File: src/rtl/chu_pwm_pkg.sv
// ============================================================================
// Module  : chu_pwm_pkg
// Purpose : Shared constants for the chu_pwm_led slot core: the word
//           addresses of the slot registers and the CTRL bit layout.
// Ports   : none (package)
// Rev     : 1.0  initial release
// ============================================================================
`default_nettype none

package chu_pwm_pkg;

    // Slot register word addresses
    localparam logic [4:0] PWM_DVSR      = 5'h00;
    localparam logic [4:0] PWM_CTRL      = 5'h01;
    localparam logic [4:0] PWM_CNT       = 5'h02;
    localparam logic [4:0] PWM_DUTY_BASE = 5'h10;

    // CTRL register bit positions
    localparam int EN_BIT = 0;

    // True when a slot address selects DUTY[idx]
    function automatic logic is_duty_addr(input logic [4:0] a, input int idx);
        return (a == (PWM_DUTY_BASE + 5'(idx)));
    endfunction

endpackage

`default_nettype wire

File: src/rtl/pwm_tick_gen.sv
// ============================================================================
// Module  : pwm_tick_gen
// Purpose : Shared timebase for the PWM core. A 32-bit prescaler produces a
//           tick every (dvsr+1) clocks; an R-bit period counter advances on
//           each tick and flags the tick that rolls it over (wrap).
// Ports   : clk, reset     - clock, synchronous active-high reset
//           i_en           - run enable; when low both counters are held at 0
//           i_dvsr         - prescaler terminal count
//           i_dvsr_wr      - DVSR is being written this cycle (restart prescale)
//           o_tick         - prescaler terminal count reached
//           o_wrap         - tick on the last count of the period
//           o_d            - current period count
// Rev     : 1.0  initial release
// ============================================================================
`default_nettype none

module pwm_tick_gen #(
    parameter int R = 8
) (
    input  logic         clk,
    input  logic         reset,
    input  logic         i_en,
    input  logic [31:0]  i_dvsr,
    input  logic         i_dvsr_wr,
    output logic         o_tick,
    output logic         o_wrap,
    output logic [R-1:0] o_d
);

    logic [31:0]  r_q;
    logic [R-1:0] r_d;

    assign o_tick = i_en && (r_q == i_dvsr);
    assign o_wrap = o_tick && (r_d == {R{1'b1}});
    assign o_d    = r_d;

    always_ff @(posedge clk) begin
        if (reset) begin
            r_q <= '0;
            r_d <= '0;
        end else if (!i_en) begin
            r_q <= '0;
            r_d <= '0;
        end else begin
            // A new divisor restarts the prescale interval so the first
            // tick after a DVSR write is a full (dvsr+1) clocks away.
            if (o_tick || i_dvsr_wr)
                r_q <= '0;
            else
                r_q <= r_q + 32'd1;
            // Period counter wraps naturally at 2^R.
            if (o_tick)
                r_d <= r_d + R'(1);
        end
    end

endmodule

`default_nettype wire

File: src/rtl/chu_pwm_led.sv
// ============================================================================
// Module  : chu_pwm_led
// Purpose : Memory-mapped W-channel PWM slot core for dimming board LEDs.
//           Channels share one prescaler/period counter; each has its own
//           duty register, copied into a shadow register at period wrap so
//           that a duty change never produces a runt pulse.
// Ports   : clk, reset     - clock, synchronous active-high reset
//           cs, read, write- slot select and strobes from the MMIO controller
//           addr           - slot word address
//           wr_data        - write data
//           rd_data        - read data, combinational on addr
//           pwm_out        - registered PWM outputs, one per channel
// Rev     : 1.0  initial release
// ============================================================================
`default_nettype none

module chu_pwm_led
    import chu_pwm_pkg::*;
#(
    parameter int W = 4,
    parameter int R = 8
) (
    input  logic         clk,
    input  logic         reset,
    input  logic         cs,
    input  logic         read,
    input  logic         write,
    input  logic [4:0]   addr,
    input  logic [31:0]  wr_data,
    output logic [31:0]  rd_data,
    output logic [W-1:0] pwm_out
);

    // Register file
    logic [31:0]  r_dvsr;
    logic         r_en;
    logic [R:0]   r_duty   [W];
    logic [R:0]   r_shadow [W];
    logic [W-1:0] r_pwm;

    // Decode and timebase
    logic         w_wr;
    logic         w_dvsr_wr;
    logic         w_ctrl_wr;
    logic [W-1:0] w_duty_wr;
    logic [W-1:0] w_pwm_nxt;
    logic         w_tick;
    logic         w_wrap;
    logic [R-1:0] w_d;
    logic [31:0]  w_rd;

    // Reads have no side effects, so the read strobe is not needed.
    logic w_unused;
    assign w_unused = read;

    assign w_wr      = cs && write;
    assign w_dvsr_wr = w_wr && (addr == PWM_DVSR);
    assign w_ctrl_wr = w_wr && (addr == PWM_CTRL);

    pwm_tick_gen #(
        .R (R)
    ) u_tick_gen (
        .clk       (clk),
        .reset     (reset),
        .i_en      (r_en),
        .i_dvsr    (r_dvsr),
        .i_dvsr_wr (w_dvsr_wr),
        .o_tick    (w_tick),
        .o_wrap    (w_wrap),
        .o_d       (w_d)
    );

    // Per-channel address decode and compare. The shadow is one bit wider
    // than the counter, so any duty >= 2^R is always above the count and the
    // channel saturates at 100%.
    generate
        for (genvar i = 0; i < W; i++) begin : g_chan
            assign w_duty_wr[i] = w_wr && is_duty_addr(addr, i);
            assign w_pwm_nxt[i] = r_en && ({1'b0, w_d} < r_shadow[i]);
        end
    endgenerate

    always_ff @(posedge clk) begin
        if (reset) begin
            r_dvsr <= '0;
            r_en   <= 1'b0;
            r_pwm  <= '0;
            for (int i = 0; i < W; i++) begin
                r_duty[i]   <= '0;
                r_shadow[i] <= '0;
            end
        end else begin
            if (w_dvsr_wr)
                r_dvsr <= wr_data;
            if (w_ctrl_wr)
                r_en <= wr_data[EN_BIT];
            r_pwm <= w_pwm_nxt;
            for (int i = 0; i < W; i++) begin
                if (w_duty_wr[i])
                    r_duty[i] <= wr_data[R:0];
                // Non-blocking read of r_duty: a write landing on the wrap
                // edge is picked up at the following wrap, not this one.
                // While disabled the shadow tracks duty so re-enabling
                // starts with the latest value.
                if (!r_en || w_wrap)
                    r_shadow[i] <= r_duty[i];
            end
        end
    end

    assign pwm_out = r_pwm;

    always_comb begin
        w_rd = '0;
        case (addr)
            PWM_DVSR: w_rd = r_dvsr;
            PWM_CTRL: w_rd[EN_BIT] = r_en;
            PWM_CNT:  w_rd = 32'(w_d);
            default:  w_rd = '0;
        endcase
        for (int i = 0; i < W; i++) begin
            if (is_duty_addr(addr, i))
                w_rd = 32'(r_duty[i]);
        end
    end

    assign rd_data = w_rd;

endmodule

`default_nettype wire

File: config.mk
export PLATFORM = sky130hd
export DESIGN_NAME = chu_pwm_led
export DESIGN_NICKNAME = d
export VERILOG_FILES = /design/src/rtl/chu_pwm_pkg.sv /design/src/rtl/pwm_tick_gen.sv /design/src/rtl/chu_pwm_led.sv
export SDC_FILE = /design/constraint.sdc
export NUM_CORES = 1
export LEC_CHECK = 0
export BUFFER_PORTS_ARGS = -buffer_cell sky130_fd_sc_hd__buf_2
export CORE_MARGIN = 2
export CORE_UTILIZATION = 50
export CTS_BUF_LIST = sky130_fd_sc_hd__clkbuf_4 sky130_fd_sc_hd__clkbuf_8
export CTS_CLUSTER_DIAMETER = 100
export DETAILED_ROUTE_END_ITERATION = 7
export PLACE_DENSITY = 0.69
export SLEW_MARGIN = 40
export SYNTH_ARGS = -nofsm -noshare
export SYNTH_HDL_FRONTEND = slang
export SYNTH_SLANG_ARGS = --single-unit
export TNS_END_PERCENT = 30
File: constraint.sdc
create_clock -name clk -period 10.7 [get_ports clk]
set_clock_uncertainty 0.1 [all_clocks]
set_input_delay 2.14 -clock clk [delete_from_list [all_inputs] [get_ports clk]]
set_output_delay 2.14 -clock clk [all_outputs]
set_load 0.005 [all_outputs]
# Word level (Yosys, flattened, before mapping)
# Memory sizes are Yosys's and may differ from the RTL's.
# Index checks and enable logic that the tools add are counted.
[word_totals]
ff_bits = 77
ram_bits = 72
in_bits = 42
elab_cells = 80
mem_count = 2
[op_classes]
add_sub_neg = 2
n_lt_le_gt_ge = 4
eq_ne = 8
n_mux = 31
n_bitwise = 9
reduce_logical = 19
[mem_list]
columns = ["name", "words", "width", "rd", "rd_clocked_by_memory_dff", "write_ports", "line_no", "rtl"]
rows = [
  ["r_duty", 4, 9, 4, 0, 4, "chu_pwm_led.sv:37", "logic [R:0] r_duty [W];"],
  ["r_shadow", 4, 9, 4, 0, 4, "chu_pwm_led.sv:38", "logic [R:0] r_shadow [W];"],
]
[ops]
columns = ["operator", "count"]
rows = [
  ["$mux W32", 4],
  ["$mux W9", 8],
  ["$pmux W31 S2", 1],
  ["$lt A8 B9 Y1", 4],
  ["$add A32 B1 Y32 const B", 1],
  ["$eq A32 B32 Y1", 1],
  ["$eq A5 B5 Y1 const B", 4],
  ["$mux W1", 17],
  ["$logic_and A1 B1 Y1", 13],
  ["$add A8 B1 Y8 const B", 1],
  ["$eq A8 B8 Y1 const B", 1],
  ["$or A1 B1 Y1", 8],
  ["$eq A5 B1 Y1 const B", 1],
  ["$eq A5 B2 Y1 const B", 1],
  ["$logic_not A5 Y1", 1],
  ["$pmux W1 S3", 1],
  ["$reduce_or A3 Y1", 1],
  ["$logic_or A1 B1 Y1", 2],
  ["$reduce_or A2 Y1", 1],
  ["$logic_not A1 Y1", 1],
  ["$not A1 Y1", 1],
]

# Logic depth before layout (Yosys ltp)
[depth]
ltp_word = 8
ltp_mapped = 9
depth_no_buf = 7

# By module
# Synthesis repeated with hierarchy kept, for this count alone.
[hier_totals]
cells_unflattened = 817
area_unflattened_um2 = 7873.8
[by_module_without_submodules]
columns = ["module", "instances", "cells_each", "area_each_um2"]
rows = [
  ["chu_pwm_led", 1, 545, 5408.9],
  ["pwm_tick_gen", 1, 272, 2464.9],
]

# Worst setup path after synthesis
# Ideal clock, no wire load.
[synth_path]
path_type = "input to output"
from = "in addr[0]"
to = "out rd_data[1]"
arrival_ps = 3391
setup_slack_ps = 5069
stages = 8
path_buffers = 3
cell_sequence = "clkbuf_1 nor4_1 buf_2 and2_1 buf_2 a222oi_1 o211ai_1 o21a_1"
[synth_between]
elab_chain_len = 6
[synth_lines]
columns = ["element", "line_no", "rtl"]
rows = [
  ["start, declared", "chu_pwm_led.sv:28", "input logic [4:0] addr,"],
  ["$eq A5 B2 Y1 / $logic_not A5 Y1 (equally long branches)", "chu_pwm_led.sv:115", "case (addr)"],
  ["$pmux W31 S2", "chu_pwm_led.sv:115", ""],
  ["$mux W32 (3 in series)", "chu_pwm_led.sv:122", "if (is_duty_addr(addr, i))"],
  ["$mux W32 *", "chu_pwm_led.sv:122", ""],
  ["end, declared", "chu_pwm_led.sv:30", "output logic [31:0] rd_data,"],
]
# Every way passes the cells marked *; elsewhere a longest branch is shown, timed or not.

# Worst setup path after layout
[layout_path]
from = "in addr[0]"
to = "out rd_data[5]"
# Same word-level chain as after synthesis.

==> out/qor.yml <==
cts_tree: "built"
synth_ff_type: "dfxtp_1"
async_flop_share: 0
cts_made_buffers: 17
period_share: 0.566
drt_wl_total_mm: 18.5
antenna_cells: 0
fmax_mhz: 165
hp-class: "reg -> reg"
route.vias.total: 5705
firstDrtPassIters: 8
drtAntennaViolNets: 0
final_nets: 886
ctsRootBufferMaster: "clkbuf_8"
synth.distinct_cells: 52
arrival_ps: 3810
grt_use_total: 0.239
gp_congestion: 0.913
grt_max_degree: 80
clock-sinks: 149
synthCells: 752
drc_errors: 2
path_class: "in -> out"
setup_ws_ps: 4650
antenna_found_initial: 0
viasPerCell: 5.63
pre_cts_ws_ps: 4480
yosys.area.top_type: "edfxtp_1"
drv_slew: 0
rsz0062_at_grt: "no"
ys_seq_area_frac: 0.480
yosysTopAreaCellShare: 0.280
port_buffers: 76
min_period_ps: 6050
synth_nets: 824
h-tree-depth: 4
yosysWarnings: 0
die-area_um2: 16400
setup_violations: 0
post-cts-setup-buffer-count: 0
synth_top_cells_by_area: "edfxtp_1, dfxtp_1, and2_1, ha_1, nor3b_2"
wl_per_cell_um: 18.3
first_global_vias: 5600
cap_violations: 0
cts_buffer_depth: 2
rows: 45
power_leakage_nw: 3.28
syn_avg_cell_area_um2: 10.3
worstMarginPinSlew_ps: 742
drt_iter0_drc: 488
outcome: "finished, violations left"
p_per_area_nw_per_um2: 130
relSlewSlack: 0.504
start_util: 0.509
grt_pass1_wl_mm: 29.9
peakVddDrop_uv: 66.9
place_hpwl_mm: 13.4
drive_gt1_frac: 0.197
cts_resized: 0
cts_hold_buf: 0
failed_checks: "DRC"
io_pins: 78
required_ps: 8460
die_w_um: 128
reg2reg_slack_ps: 8060
clkSlewWorstSetupHoldPaths_ps: 80
final_cell_mix: "nand2_1, dfxtp_1, buf_2"
coreArea_um2: 15100
crit_path_end_kind: "primary output"
mostFrequentLayoutCell: "nand2_1"
stdcell_area_um2: 8540
placed_cell_area_um2: 8150
insertion_delay_ps: 450
setup-tns-final_ps: 0
ys_seq_elements: 149
crit_path_start_kind: "input port"
gr-total-overflow: 0
hold_viol: 0
fp.dieH_um: 128
critPathMaxFanout: 10
power_mw: 1.11
finish.utilization: 0.564
synth_area_um2: 7710
syn2layout_area_growth_pct: 10.7
synth_edf_count: 72
==> per-stage QoR <==
step	hold slack, ps	cells
finish	385	1014
global route	412	1014
CTS	386	1014
detailed placement	375	983
global placement	371	983
floorplan	354	752
==> where the power goes <==
part	internal, mW	total (mW)	switching [mW]
combinational	0.0250	0.0575	0.0325
clock	0.228	0.433	0.205
sequential	0.612	0.622	0.00991
total	0.865	1.11	0.247
==> worst max-delay path: stages <==
cell      delay (ps)
buf_2            140
nor3_1           310
nor2b_2          540
a222oi_1         210
o211ai_1         140
o21a_1           200
buf_2            130
==> cells by family after synthesis <==
logic type | count (synthesis) | share of synthesized area
buffers and inverters | 74 | 0.0493
and+or+nand+nor | 321 | 0.248
AOI/OAI and AO/OA | 115 | 0.100
muxes | 3 | 0.00389
xor gates and xnor gates | 60 | 0.0691
DFF | 149 | 0.480
adders and majority gates | 30 | 0.0487
==> sequential cells by signal, indices dropped and copies added, names as in the netlist <==
register	cells
r_shadow	36
r_en	1
u_tick_gen.r_q	32
r_duty	36
u_tick_gen.o_d	8
pwm_out	4
r_dvsr	32
==> layout make-up <==
cell class	count	area, µm²
Sequential cell	149	3700
Clock inverter	8	98.8
Tap cell	188	235
Timing Repair Buffer	79	409
Inverter	38	143
Multi-Input combinational cell	529	3660
Fill cell	1295	6610
Clock buffer	23	292
==> path summary, 6_finish.rpt <==
check,from,to,depth (start not counted)
setup / recovery,addr[0],rd_data[5],7
hold / removal,r_dvsr[29]$_SDFFE_PP0P_,r_dvsr[29]$_SDFFE_PP0P_,2
setup reg to reg,r_dvsr[1]$_SDFFE_PP0P_,r_shadow[0][8]$_SDFFCE_PN0P_,6
hold reg to reg,r_dvsr[29]$_SDFFE_PP0P_,r_dvsr[29]$_SDFFE_PP0P_,2
==> cells in the mapped netlist (all sizes together), types with 11 or more instances <==
library cell  count
nand3            21
nand4            15
nand2            81
o21ai            11
and2             64
buf              15
a21o             12
xor2             19
a21oi            44
edfxtp           72
dfxtp            77
inv              38
nor2             56
nor3b            40
o21a             12
ha               30
clkbuf           19
xnor2            41
==> metal layers <==
metal / GRT usage / routed length [µm] / vias up
li1: - / - / 2748
met1: 0.338 / 8450 / 2737
met2: 0.365 / 8370 / 195
met3: 0.0534 / 1370 / 25
met4: 0.0782 / 323 / 0
met5: 0 / 0 / -
Note: power is estimated with default switching activity, not from simulation.
